--- src/rtl/sine_pwm_pkg.sv ---
// sine_pwm_pkg: shared constants, types and duty scaling for the sine PWM generator.
//   SINE_LUT        32-entry, 8-bit sine table centred on 128
//   LUT_ADDR_WIDTH  number of phase bits used to address SINE_LUT
//   dir_e           triangle-carrier count direction
//   scale_duty      duty = 2^(pw-1) + (((lut-128) << (pw-8)) * amp >>> pw)
package sine_pwm_pkg;

   localparam int LUT_ADDR_WIDTH = 5;

   localparam logic [7:0] SINE_LUT [32] = '{
      8'd128, 8'd153, 8'd177, 8'd199, 8'd218, 8'd234, 8'd245, 8'd253,
      8'd255, 8'd253, 8'd245, 8'd234, 8'd218, 8'd199, 8'd177, 8'd153,
      8'd128, 8'd103, 8'd79,  8'd57,  8'd38,  8'd22,  8'd11,  8'd3,
      8'd1,   8'd3,   8'd11,  8'd22,  8'd38,  8'd57,  8'd79,  8'd103
   };

   typedef enum logic {DIR_UP, DIR_DOWN} dir_e;

   // Evaluated in 64-bit signed arithmetic so the product never overflows for
   // any practical carrier width; the caller keeps the low pw bits.
   function automatic logic signed [63:0] scale_duty(
      input logic [7:0]  lut,
      input logic [31:0] amp,
      input int          pw
   );
      logic signed [63:0] s;
      logic signed [63:0] p;
      s = $signed({56'd0, lut}) - 64'sd128;
      s = s <<< (pw - 8);
      p = s * $signed({32'd0, amp});
      return (64'sd1 <<< (pw - 1)) + (p >>> pw);
   endfunction

endpackage

--- src/rtl/sine_pwm_carrier.sv ---
// sine_pwm_carrier: prescaler, carrier counter and period boundary generation.
//   clk            system clock
//   rst_n          synchronous active-low reset
//   i_enable       run (1) / hold counters at 0 (0)
//   i_prescale     carrier advances every i_prescale+1 cycles
//   o_carrier      carrier register
//   o_boundary     combinational: this tick ends the carrier period
//   o_period_start registered pulse on the first cycle of each period
// SINE_PWM_CENTER_ALIGNED_EN selects a triangle carrier instead of a sawtooth.
module sine_pwm_carrier
   import sine_pwm_pkg::*;
#(
   parameter int PWM_WIDTH      = 8,
   parameter int PRESCALE_WIDTH = 8
) (
   input  logic                      clk,
   input  logic                      rst_n,
   input  logic                      i_enable,
   input  logic [PRESCALE_WIDTH-1:0] i_prescale,
   output logic [PWM_WIDTH-1:0]      o_carrier,
   output logic                      o_boundary,
   output logic                      o_period_start
);

   localparam logic [PWM_WIDTH-1:0] CARRIER_MAX = '1;

   logic [PRESCALE_WIDTH-1:0] r_pre;
   logic [PWM_WIDTH-1:0]      r_carrier;
   logic                      r_period_start;
   logic                      w_tick;

   assign w_tick = i_enable && (r_pre == i_prescale);

`ifdef SINE_PWM_CENTER_ALIGNED_EN
   dir_e r_dir;

   // The tick that leaves 0 on the way down closes the period; the carrier then
   // climbs to 1, so 0 is visited once per period.
   assign o_boundary = w_tick && (r_dir == DIR_DOWN) && (r_carrier == '0);

   always_ff @(posedge clk) begin
      if (!rst_n || !i_enable) begin
         r_pre          <= '0;
         r_carrier      <= '0;
         r_dir          <= DIR_UP;
         r_period_start <= 1'b0;
      end else begin
         r_pre          <= w_tick ? '0 : r_pre + PRESCALE_WIDTH'(1);
         r_period_start <= o_boundary;
         if (w_tick) begin
            if (r_dir == DIR_UP) begin
               r_dir     <= (r_carrier == CARRIER_MAX) ? DIR_DOWN : DIR_UP;
               r_carrier <= (r_carrier == CARRIER_MAX) ? r_carrier - PWM_WIDTH'(1)
                                                       : r_carrier + PWM_WIDTH'(1);
            end else begin
               r_dir     <= (r_carrier == '0) ? DIR_UP : DIR_DOWN;
               r_carrier <= (r_carrier == '0) ? PWM_WIDTH'(1) : r_carrier - PWM_WIDTH'(1);
            end
         end
      end
   end
`else
   assign o_boundary = w_tick && (r_carrier == CARRIER_MAX);

   always_ff @(posedge clk) begin
      if (!rst_n || !i_enable) begin
         r_pre          <= '0;
         r_carrier      <= '0;
         r_period_start <= 1'b0;
      end else begin
         r_pre          <= w_tick ? '0 : r_pre + PRESCALE_WIDTH'(1);
         r_carrier      <= w_tick ? r_carrier + PWM_WIDTH'(1) : r_carrier;
         r_period_start <= o_boundary;
      end
   end
`endif

   assign o_carrier      = r_carrier;
   assign o_period_start = r_period_start;

endmodule

--- src/rtl/sine_pwm_multi.sv ---
// sine_pwm_multi: multi-channel sine-modulated PWM with boundary-synchronous config.
//   clk, rst_n     clock, synchronous active-low reset
//   enable         run (1) / idle (0)
//   cfg_valid/cfg_ready  config handshake; a word is held in a shadow until the
//                  next carrier boundary (or the next cycle while idle)
//   cfg_prescale   carrier advances every cfg_prescale+1 cycles
//   cfg_freq       phase increment per carrier period
//   cfg_amp        modulation depth
//   cfg_offset     per-channel phase offset, channel c at [c*PHASE_WIDTH +: PHASE_WIDTH]
//   pwm_out        registered PWM outputs
//   period_start   one-cycle pulse on the first cycle of each carrier period
// SINE_PWM_CENTER_ALIGNED_EN (in sine_pwm_carrier) selects a triangle carrier.
module sine_pwm_multi
   import sine_pwm_pkg::*;
#(
   parameter int PWM_WIDTH      = 8,
   parameter int PHASE_WIDTH    = 16,
   parameter int NUM_CH         = 3,
   parameter int PRESCALE_WIDTH = 8
) (
   input  logic                          clk,
   input  logic                          rst_n,
   input  logic                          enable,
   input  logic                          cfg_valid,
   output logic                          cfg_ready,
   input  logic [PRESCALE_WIDTH-1:0]     cfg_prescale,
   input  logic [PHASE_WIDTH-1:0]        cfg_freq,
   input  logic [PWM_WIDTH-1:0]          cfg_amp,
   input  logic [NUM_CH*PHASE_WIDTH-1:0] cfg_offset,
   output logic [NUM_CH-1:0]             pwm_out,
   output logic                          period_start
);

   logic                          r_pending;
   logic [PRESCALE_WIDTH-1:0]     r_sh_prescale, r_prescale;
   logic [PHASE_WIDTH-1:0]        r_sh_freq, r_freq;
   logic [PWM_WIDTH-1:0]          r_sh_amp, r_amp;
   logic [NUM_CH*PHASE_WIDTH-1:0] r_sh_offset, r_offset;
   logic [PHASE_WIDTH-1:0]        r_phase;

   logic [PWM_WIDTH-1:0]          w_carrier;
   logic                          w_boundary;
   logic                          w_accept;
   logic                          w_apply;
   logic [PHASE_WIDTH-1:0]        w_freq;
   logic [PWM_WIDTH-1:0]          w_amp;
   logic [NUM_CH*PHASE_WIDTH-1:0] w_offset;

   sine_pwm_carrier #(
      .PWM_WIDTH      (PWM_WIDTH),
      .PRESCALE_WIDTH (PRESCALE_WIDTH)
   ) u_carrier (
      .clk            (clk),
      .rst_n          (rst_n),
      .i_enable       (enable),
      .i_prescale     (r_prescale),
      .o_carrier      (w_carrier),
      .o_boundary     (w_boundary),
      .o_period_start (period_start)
   );

   assign cfg_ready = ~r_pending;
   assign w_accept  = cfg_valid && !r_pending;
   assign w_apply   = r_pending && (w_boundary || !enable);

   // On the boundary that promotes the shadow, the duty loaded for the coming
   // period already uses the new settings.
   assign w_freq   = w_apply ? r_sh_freq   : r_freq;
   assign w_amp    = w_apply ? r_sh_amp    : r_amp;
   assign w_offset = w_apply ? r_sh_offset : r_offset;

   always_ff @(posedge clk) begin
      if (!rst_n) begin
         r_pending     <= 1'b0;
         r_sh_prescale <= '0;
         r_sh_freq     <= '0;
         r_sh_amp      <= '0;
         r_sh_offset   <= '0;
         r_prescale    <= '0;
         r_freq        <= '0;
         r_amp         <= '0;
         r_offset      <= '0;
         r_phase       <= '0;
      end else begin
         if (w_accept) begin
            r_sh_prescale <= cfg_prescale;
            r_sh_freq     <= cfg_freq;
            r_sh_amp      <= cfg_amp;
            r_sh_offset   <= cfg_offset;
            r_pending     <= 1'b1;
         end else if (w_apply) begin
            r_prescale <= r_sh_prescale;
            r_freq     <= r_sh_freq;
            r_amp      <= r_sh_amp;
            r_offset   <= r_sh_offset;
            r_pending  <= 1'b0;
         end
         if (w_boundary)
            r_phase <= r_phase + w_freq;
      end
   end

   for (genvar c = 0; c < NUM_CH; c++) begin : g_ch
      logic [LUT_ADDR_WIDTH-1:0] w_addr;
      logic [PWM_WIDTH-1:0]      r_duty;
      logic                      r_pwm;

      // Table address is the top bits of the pre-update phase plus this channel's offset.
      assign w_addr = LUT_ADDR_WIDTH'((PHASE_WIDTH'(r_phase + w_offset[c*PHASE_WIDTH +: PHASE_WIDTH]))
                                      >> (PHASE_WIDTH - LUT_ADDR_WIDTH));

      always_ff @(posedge clk) begin
         if (!rst_n)
            r_duty <= '0;
         else if (w_boundary)
            r_duty <= PWM_WIDTH'(scale_duty(SINE_LUT[w_addr], 32'(w_amp), PWM_WIDTH));
      end

      always_ff @(posedge clk) begin
         if (!rst_n || !enable)
            r_pwm <= 1'b0;
         else
            r_pwm <= r_duty > w_carrier;
      end

      assign pwm_out[c] = r_pwm;
   end

endmodule

--- config.mk ---
export PLATFORM = sky130hd
export DESIGN_NAME = sine_pwm_multi
export DESIGN_NICKNAME = d
export VERILOG_FILES = /design/src/rtl/sine_pwm_pkg.sv /design/src/rtl/sine_pwm_carrier.sv /design/src/rtl/sine_pwm_multi.sv
export SDC_FILE = /design/constraint.sdc
export NUM_CORES = 1
export LEC_CHECK = 0
export CAP_MARGIN = 20
export CORE_MARGIN = 4
export CORE_UTILIZATION = 45
export CTS_CLUSTER_SIZE = 8
export DETAILED_ROUTE_END_ITERATION = 10
export GPL_TIMING_DRIVEN = 0
export HOLD_SLACK_MARGIN = 0.1
export SLEW_MARGIN = 10
export SYNTH_ARGS = -nofsm -noshare
export SYNTH_HDL_FRONTEND = slang
export SYNTH_HIERARCHICAL = 1
export SYNTH_SLANG_ARGS = --single-unit
--- constraint.sdc ---
create_clock -name clk -period 28.7 [get_ports clk]
set_clock_uncertainty 0.2 [all_clocks]
set_input_delay 4.305 -clock clk [delete_from_list [all_inputs] [get_ports clk]]
set_output_delay 4.305 -clock clk [all_outputs]
set_load 0.05 [all_outputs]
## Word level (Yosys, flattened, before mapping)

Memory sizes are Yosys's and may differ from the RTL's.
Cells that the tools add are included.

- Bits in registers: 221
- Latch bits: 0
- RAM bits: 0
- Memory bits (read-only): 768
- Input port bits: 84
- Logic and storage cells: 73
- Memories: 3

Memory list:

| memory | words | bits a word | rd ports | clocked after Yosys merged registers in | write ports | RTL line | RTL |
|---|---|---|---|---|---|---|---|
| (name not given) | 32 | 8 | 1 | 0 | 0 | sine_pwm_multi.sv:116 | `r_duty <= PWM_WIDTH'(scale_duty(SINE_LUT[w_addr], 32'(w_amp), PWM_WIDTH));` |
| (name not given) | 32 | 8 | 1 | 0 | 0 | sine_pwm_multi.sv:116 |  |
| (name not given) | 32 | 8 | 1 | 0 | 0 | sine_pwm_multi.sv:116 |  |

- Add/subtract/negate cells: 12
- Multiply operators: 3
- Divide/modulo/power cells: 0
- Order comparisons: 6
- Eq/ne operators: 2
- Shift-type cells: 0
- Multiplexer cells: 11
- Bitwise gates (word level): 5
- Reduce and logical (&&, ||, !) cells: 12

Operators with widths:

| operator | number |
|---|---|
| 16-bit adder | 4 |
| 8-bit 2-to-1 mux | 7 |
| 9-bit by 9-bit multiplier with 16-bit output | 3 |
| 48-bit 2-to-1 mux | 1 |
| 8-bit by 8-bit subtractor with 9-bit output (second input constant) | 3 |
| 8-bit adder (first input constant) | 3 |
| 8-bit > comparator | 3 |
| 6-bit >= comparator (second input constant) | 3 |
| 5-bit NOT with 6-bit output | 3 |
| 8-bit by 1-bit adder with 8-bit output (second input constant) | 2 |
| 16-bit 2-to-1 mux | 1 |
| 8-bit equality test | 1 |
| 8-bit equality test (second input constant) | 1 |
| 1-bit logical AND | 4 |
| 1-bit zero test | 3 |
| 1-bit logical OR | 2 |
| 1-bit 2-to-1 mux | 2 |
| 1-bit NOT | 2 |
| 2-bit AND reduction | 1 |
| 2-bit nonzero test | 1 |
| 2-bit OR reduction | 1 |

## Longest topological paths before layout

Gate-level depths: netlist (run 1).

- Depth in word-level cells: 14
- Gate-level depth with buffers: 44
- Depth with buffers taken out: 39

## Modules after synthesis

The synthesis (run 1) kept the hierarchy.

Modules (own cells, without submodules):

| module | instances | cells an instance | area an instance (µm²) |
|---|---|---|---|
| sine_pwm_multi | 1 | 2255 | 17984.7 |
| sine_pwm_carrier | 1 | 98 | 892.1 |

## Least setup slack after synthesis (run 1)

OpenSTA, ideal clock, no wires.

- Kind: input-to-reg
- Start: in enable
- End: reg g_ch[1].r_duty[6]
- Library setup time: 0.116 ns
- Arrival: 13.154 ns
- Data required time: 28.384 ns
- Path slack: 15.230 ns
- Stages on the path: 38
- Path buffers: 4
- Path through: nand2_1 nor3_1 and3_1 and2b_2 nor2_4 buf_1 clkbuf_1 clkbuf_1 nand2_1 nand2_1 ha_1 a21oi_1 nand2_1 a221o_1 a21o_1 o21a_1 or3_1 and2_1 (+2 left out) mux2_2 mux2i_1 a21o_1 nor2_1 fa_1 fa_1 inv_1 fa_1 inv_1 fa_1 ha_1 nand4_1 or4_1 a2111o_1 a2111oi_4 nor2_2 o21a_1 a41o_1

- Cells in the longest elaborated chain, start to end: 13
- Elaborated cells on any way between the ends: 15
- Those cells by class: 3 x add/sub; 1 x mul; 4 x mux; 1 x bitwise; 5 x reduce/logical; 1 x memory

Ends and longest elaborated chain:

| item | RTL line | RTL |
|---|---|---|
| from (decl) | sine_pwm_multi.sv:23 | `input logic enable,` |
| 1-bit logical AND | sine_pwm_carrier.sv:32 | `assign w_tick = i_enable && (r_pre == i_prescale);` |
| 1-bit logical AND | sine_pwm_carrier.sv:63 | `assign o_boundary = w_tick && (r_carrier == CARRIER_MAX);` |
| named net w_boundary | sine_pwm_multi.sv:42 | `logic w_boundary;` |
| 1-bit logical OR | sine_pwm_multi.sv:64 | `assign w_apply = r_pending && (w_boundary \|\| !enable);` |
| 1-bit logical AND | sine_pwm_multi.sv:64 |  |
| 48-bit 2-to-1 mux | - |  |
| named net w_offset[25] | sine_pwm_multi.sv:47 | `logic [NUM_CH*PHASE_WIDTH-1:0] w_offset;` |
| 16-bit adder | sine_pwm_multi.sv:109 | `assign w_addr = LUT_ADDR_WIDTH'((PHASE_WIDTH'(r_phase + w_offset[c*PHASE_WIDTH +: PHASE_WIDTH]))` |
| 5-bit NOT with 6-bit output (implied by the code) | sine_pwm_multi.sv:116 |  |
| memory read 32 x 8 bit | - |  |
| 8-bit 2-to-1 mux (implied by the code) (2 in series) | sine_pwm_multi.sv:116 |  |
| 8-bit by 8-bit subtractor with 9-bit output | sine_pwm_pkg.sv:28 | `s = $signed({56'd0, lut}) - 64'sd128;` |
| 9-bit by 9-bit multiplier with 16-bit output | sine_pwm_pkg.sv:30 | `p = s * $signed({32'd0, amp});` |
| 8-bit adder | sine_pwm_pkg.sv:31 | `return (64'sd1 <<< (pw - 1)) + (p >>> pw);` |
| to (signal assigned) | sine_pwm_multi.sv:116 |  |
| to (decl) | sine_pwm_multi.sv:105 | `logic [PWM_WIDTH-1:0] r_duty;` |

The timed path passes the listed nets, and every way through them passes these cells. The select of a mux whose other input is x is not followed.
A chain may end at the register's enable or synchronous reset.

## Worst setup path in the final report (run 1)

- Start: in enable
- End: reg g_ch[0].r_duty[5]

- Cells in the longest elaborated chain, start to end: 13
- Elaborated cells on any way between the ends: 15
- Those cells by class: 3 x add/sub; 1 x mul; 4 x mux; 1 x bitwise; 5 x reduce/logical; 1 x memory

Ends and longest elaborated chain:

| item | RTL line |
|---|---|
| 1-bit logical AND | sine_pwm_carrier.sv:32 |
| 1-bit logical AND | sine_pwm_carrier.sv:63 |
| named net w_boundary | sine_pwm_multi.sv:42 |
| 1-bit logical OR | sine_pwm_multi.sv:64 |
| 1-bit logical AND | sine_pwm_multi.sv:64 |
| 48-bit 2-to-1 mux | - |
| named net w_offset[4] | sine_pwm_multi.sv:47 |
| 16-bit adder | sine_pwm_multi.sv:109 |
| 5-bit NOT with 6-bit output (implied by the code) | sine_pwm_multi.sv:116 |
| memory read 32 x 8 bit | - |
| 8-bit 2-to-1 mux (implied by the code) (2 in series) | sine_pwm_multi.sv:116 |
| 8-bit by 8-bit subtractor with 9-bit output | sine_pwm_pkg.sv:28 |
| 9-bit by 9-bit multiplier with 16-bit output | sine_pwm_pkg.sv:30 |
| 8-bit adder | sine_pwm_pkg.sv:31 |
| to (signal assigned) | sine_pwm_multi.sv:116 |
| to (decl) | sine_pwm_multi.sv:105 |

The timed path passes the listed nets, and every way through them passes these cells. The select of a mux whose other input is x is not followed.

==> reports/metrics.cfg, run 1 <==
[outcome]
status = finished, final reports clean

[clock_network]
cts_tree = done
htree_levels = 1
clk_path_buf_depth = 3
cts-resized-gates = 0
cts_root_buf = clkbuf_16
clock-sinks = 221
clk_pin_slew_ns = 0.05
worstSkewPairLatency_ns = 0.56
cts_hold_buf = 0
post_cts.repair.setup_buffers = 0
numCtsBuffers = 31

[global_route]
grt_usage_pct = 24.4
grt_pass1_wl_um = 87800
grt.overflow.total = 0
grt_pass1_vias = 16400
antenna_found_initial = 0
grt_max_degree = 16

[critical_path]
worstReg2RegStart = u_carrier/r_pre[3]$_SDFF_PP0_
cp-start-kind = input pin
path_class = in -> reg
cp.buffers_inverters = 7
worst_ep_arrival_time_ns = 16.48
required_ns = 28.95
cp_top_family = simple AND/OR/NAND/NOR gates
cp_slowest_stage_delay_ns = 0.84
cp_max_fo = 12
crit_slowest_cell = clkdlybuf4s50_1
cp-startpoint = enable
end_kind = register

[synthesis]
async_reset_ff_share_pct = 0
synth_area_leaders = dfxtp_1, fa_1, ha_1
yosysWarnings = 6
synth_edf_count = 0
seq_area_frac_synth_pct = 23.4
synth_nets = 2776
synth_area_leader_cell = dfxtp_1
syn_area_sq_um = 18900
synth_top_cell_area_share_pct = 23.4
syn_area_per_cell_sq_um = 8.02
synthFlopType = dfxtp_1
yosysUniqueCellTypes = 93
synth-seq-cells = 221
netlist_instances = 2353

[timing]
rsz0062_at_grt = false
final.period_utilization_pct = 56.6
fmax_mhz = 61.6
fin_ws_ns = 12.47
timing.hold.ws_ns = 0.253
worst_slew_pin_slew_ns = 1.04
finalHoldViolations = 0
setup-violations-final = 0
fin_crit_ns = 16.23
relSlewSlack_pct = 28.7
slew_violations = 0
fin_setup_tns_ns = 0

[power_and_ir_drop]
netSwitchingFraction_pct = 26.6
comb_power_share_pct = 12.7
p_switching_uw = 196
cellInternalPower_uw = 541
p_seq_share_pct = 43.8
power-per-cell-area_nw_per_um2 = 34.7
pwr-share-clk_pct = 43.5
irDropWorstVdd_mv = 0.0392
p_leak_nw = 9.54

[drt]
detail_route.wl_per_cell_um = 18.3
dr.pass1.iters = 5
highest_layer = met4
final_antenna_net_count = 0
dr_wl_met2_um = 26300
wl_um = 55100
wl_met1_um = 24600
drc = 0
dr_wl_met3_um = 2330
drt_iter0_drc = 979
vias = 16500
post_drt_via_cell_ratio = 5.47

[flow_run]
maxCapViolCount = 0

[floorplanning]
start_util_pct = 45.9
die_y_um = 213
io_pins = 89
core_sq_um = 41100
rows = 74
design.die.area_sq_um = 45300
die-width_um = 213

[placed_design]
port_buffers = 88
place_congestion = 0.923
place_hpwl_um = 44900
place_ws_ns = 11.87

[worst_hold_path]
hp-start = r_sh_prescale[2]$_SDFFE_PN0P_
hp-class = reg -> reg

[final_layout]
layout_commonest_cell = nand2_1
antenna_cells = 0
final_cell_mix = nand2_1, inv_1, a21oi_1
fillers = 4073
drive_gt1_share_pct = 3.68
area_delta_synth_final_pct = 12.5
final_nets = 2898

[logic make-up (layout without fill, tap and decap cells)]
group	count (synthesis)	after routing	share of synthesized area [%]
buffers and inverters	347	470	7.03
XOR/XNOR	64	64	3.05
multiplexers	42	42	2.32
AND/OR/NAND/NOR	899	899	20.9
AO/OA/AOI/OAI	441	441	14.6
flip-flops	221	221	23.4
adder cells (fa/ha/maj)	339	339	28.6
[path summary, 6_finish.rpt]
kind / end / slack [ns] / depth (start not counted)
hold reg to reg: r_sh_prescale[2]$_SDFFE_PN0P_ / 0.25 / 2
hold / removal: r_sh_prescale[2]$_SDFFE_PN0P_ / 0.25 / 2
setup reg to reg: g_ch[0].r_duty[5]$_SDFFE_PN0P_ / 15.83 / 41
setup / recovery: g_ch[0].r_duty[5]$_SDFFE_PN0P_ / 12.47 / 39
[per-stage QoR]
step | cell area, sq um | power, mW | util, % | cells
6_report | 21200 | 0.737 | 51.7 | 3008
5_1_grt | 21200 | 0.765 | 51.7 | 3008
4_1_cts | 21200 | 0.744 | 51.6 | 3007
3_5_place_dp | 20400 | 0.422 | 49.7 | 2973
3_3_place_gp | 20400 | 0.420 | 49.7 | 2973
2_1_floorplan | 18900 | 0.382 | - | 2353
[metal layers]
layer / global-route usage, % / up-vias
li1: - / 8046
met1: 32.3 / 7905
met2: 42.3 / 401
met3: 2.41 / 106
met4: 7.57 / 0
met5: 0 / -
[cell usage after synthesis (4+ instances only)]
cell type and n:
o21ai_1 17, nand2_1 498, mux2_2 4, or4_1 8, xor2_1 17, a211oi_1 13
nor3_1 43, a21o_1 25, fa_1 154, nor2_1 160, nor4_1 5, nand3_1 44
o21bai_1 4, ha_1 185, o211ai_1 7, a211o_1 6, clkbuf_1 81, inv_1 249
a21boi_0 5, nand4_1 19, o31ai_1 12, a21oi_1 231, a31oi_1 9, or2_2 14
or3_1 10, o21a_1 13, nor3b_1 4, and3_1 12, o22ai_1 4, and4_1 5
dfxtp_1 221, xnor2_1 45, buf_1 7, nor2b_1 19, mux2i_1 37, nand2b_1 21
buf_2 4, o21ai_0 40, and2_1 16
[final cells by class]
| cell class | count | area, sq um | area share, % |
|---|---|---|---|
| inverters | 251 | 942 | 4.44 |
| clock buffers | 33 | 793 | 3.74 |
| plain buffers | 96 | 384 | 1.81 |
| clock inverters | 1 | 8.76 | 0.0412 |
| multi-input cells | 1785 | 13100 | 61.8 |
| repair buffers | 89 | 893 | 4.21 |
| flip-flops and latches | 221 | 4420 | 20.8 |
| well taps | 532 | 666 | 3.13 |
[registers in the layout (all words and copies together) (netlist names)]
signal and cells:
r_phase 16, u_carrier/o_period_start 1, r_sh_amp 8, r_sh_offset 48, r_sh_freq 16, r_pending 1
g_ch.r_pwm 3, r_sh_prescale 8, r_amp 8, u_carrier/r_pre 8, r_prescale 8, u_carrier/o_carrier 8
r_offset 48, g_ch.r_duty 24, r_freq 16
[worst register-to-register path, delay by kind of cell (launching register included)]
kind | cells | cell delay [ns]
AO/OA/AOI/OAI | 11 | 3.06
XOR/XNOR | 1 | 0.16
adder cells (fa/ha/maj) | 7 | 2.94
buffers and inverters | 8 | 2.48
flip-flops | 1 | 0.43
AND/OR/NAND/NOR | 14 | 3.47
[power groups by stage]
stage	combinational [mW]	sequential [mW]	clock (mW)
after floorplan	0.0555	0.326	0
after global placement	0.0919	0.328	0
after detailed placement	0.0929	0.329	0
after CTS	0.0934	0.322	0.328
after global routing	0.103	0.323	0.339
final	0.0937	0.323	0.321
Note: power is estimated with default switching activity, not from simulation.
==> run 2, diff against run 1 <==
- clock period: 28.7 -> 15.95 ns (I/O delays scaled with it)
==> results of run 2 <==
Same layout as run 1 (identical final DEF). Status: finished, final reports clean.
Among the figures that moved: setup slack after placement 11.87 ns -> 1.03 ns; setup slack after layout 12.47 ns -> 1.63 ns; register-to-register setup slack 15.83 ns -> 3.08 ns; total power 0.737 mW -> 1.33 mW; worst IR drop on VDD 0.0392 mV -> 0.0706 mV
==> run 3, diff against run 2 <==
- CORE_MARGIN: 4 -> 2
==> run 3 against run 2 <==
  * Final cell count is 0.57% higher
  * Global-route usage is 1.6 points higher
  * Clock power is 15% higher
  * Via count is 0.41% higher
  * Non-clock buffer count is 3 higher
  * Critical path depth stayed put
  * Clock-buffer cell count is 4 higher
  * Highest routed layer unchanged
==> reports/metrics.cfg, run 3 (synthesis gave the netlist of run 1 again) <==
[drt]
wl_um = 55600  ; +0.85%
final_antenna_net_count = 0  ; unchanged
dr.pass1.iters = 6  ; +1
drt_iter0_drc = 1033  ; +5.5%
post_drt_via_cell_ratio = 5.46  ; -0.15%
drc = 0  ; unchanged
detail_route.wl_per_cell_um = 18.4  ; +0.28%
vias = 16500  ; +0.41%

[clock_network]
cts_hold_buf = 0  ; unchanged
clock-sinks = 221  ; unchanged
clk_path_buf_depth = 3  ; unchanged
numCtsBuffers = 34  ; +9.7%
post_cts.repair.setup_buffers = 0  ; unchanged
cts_tree = done
htree_levels = 2  ; +1
clk_pin_slew_ns = 0.05  ; about the same
cts-resized-gates = 0  ; unchanged
worstSkewPairLatency_ns = 0.55  ; about the same
cts_root_buf = clkbuf_16

[final_layout]
top_regs = r_offset: 48 flops, r_sh_offset: 48 flops, g_ch.r_duty: 24 flops
layout_commonest_cell = nand2_1
final_cell_mix = nand2_1, inv_1, a21oi_1
area_delta_synth_final_pct = 13.4
fillers = 4136  ; +1.5%
final_cell_area_sq_um = 21400  ; +0.81%
seqCellArea_sq_um = 4420  ; unchanged
drive_gt1_share_pct = 4.02  ; +0.35 points
final_nets = 2904  ; +0.21%
antenna_cells = 0  ; unchanged
multi_input_area_sq_um = 13100  ; unchanged

[power_and_ir_drop]
irDropWorstVdd_mv = 0.117
power-per-cell-area_nw_per_um2 = 66.0
p_leak_nw = 9.62  ; +0.86%

[placed_design]
place_congestion = 0.925  ; +0.17%
port_buffers = 88  ; unchanged
place_hpwl_um = 44800  ; -0.23%
postPlaceCellArea_sq_um = 20400  ; +0.12%

[flow_run]
maxCapViolCount = 0  ; unchanged

[critical_path]
end_kind = register
worst_ep_arrival_time_ns = 14.62
crit_slowest_cell = clkbuf_1
cp-start-kind = input pin
cp_max_fo = 12  ; unchanged
path_class = in -> reg
cp_slowest_stage_delay_ns = 0.83  ; about the same
required_ns = 16.19

[timing]
rsz0062_at_grt = false
fin_crit_ns = 14.38
fmax_mhz = 69.5
timing.hold.ws_ns = 0.253  ; +0.000151 ns
setup-violations-final = 0  ; unchanged
fin_setup_tns_ns = 0  ; unchanged
final.period_utilization_pct = 90.2
finalHoldViolations = 0  ; unchanged
relSlewSlack_pct = 22.5  ; -6.3 points
worst_slew_pin_slew_ns = 1.13  ; +0.0915 ns
slew_violations = 0  ; unchanged

[global_route]
grt_max_degree = 13  ; -3
grt.overflow.total = 0  ; unchanged
grt_pass1_wl_um = 89000  ; +1.4%
antenna_found_initial = 0  ; unchanged
grt_pass1_vias = 16500  ; +0.63%
grt_usage_pct = 26.0  ; +1.6 points

[outcome]
status = finished, final reports clean

[floorplanning]
start_util_pct = 45.3  ; -0.61 points
rows = 75  ; +1.4%
die-width_um = 209  ; -1.9%
die_y_um = 209  ; -1.9%
core_sq_um = 41700  ; +1.4%
design.die.area_sq_um = 43600  ; -3.7%
io_pins = 89  ; unchanged

[worst_hold_path]
hp-class = reg -> reg

[run 3: per-layer routing]
metal	GRT usage [%]	up-vias	part of all wire (%)
met5	0	-	0
met4	9.53	0	3.8
met3	3.79	107	4.8
met2	43.7	410	47
met1	34.0	7956	44
li1	-	8053	-
[run 3: final cells by class]
cell class                 instances  area share, %
buffer                            96           1.79
sequential                       221           20.7
clock buffer                      37           4.07
multi-input combinational       1785           61.3
timing repair buffer              92           4.28
inverter                         251           4.40
tap                              539           3.15
clock inverter                     4          0.333
[run 3: worst max-delay path: cells and delay by family]
family	cells	cell delay [ns]
buffers and inverters	7	2.78
adders and majority gates	7	3.00
AOI/OAI and AO/OA	9	2.60
and+or+nand+nor	16	3.81
[run 3: through the flow]
stage	instances	util (%)	total power, mW	setup WS [ns]
floorplan	2353	-	0.687	4.39
global placement	2980	49.0	0.756	1.29
detailed placement	2982	49.1	0.759	1.08
CTS	3023	51.3	1.42	1.59
global route	3025	51.4	1.47	0.829
finish	3025	51.4	1.41	1.57
[run 3: power breakdown]
group / internal [mW] / switching (mW)
sequential: 0.570 / 0.0102
clock: 0.402 / 0.261
combinational: 0.0609 / 0.108
[run 3: worst paths after layout]
check,startpoint,end,slack [ns],depth (start not counted)
setup / recovery,enable,g_ch[0].r_duty[5]$_SDFFE_PN0P_,1.57,39
hold / removal,r_sh_offset[34]$_SDFFE_PN0P_,r_sh_offset[34]$_SDFFE_PN0P_,0.25,2
setup reg to reg,u_carrier/r_pre[3]$_SDFF_PP0_,g_ch[0].r_duty[5]$_SDFFE_PN0P_,3.03,41
hold reg to reg,r_sh_offset[34]$_SDFFE_PN0P_,r_sh_offset[34]$_SDFFE_PN0P_,0.25,2
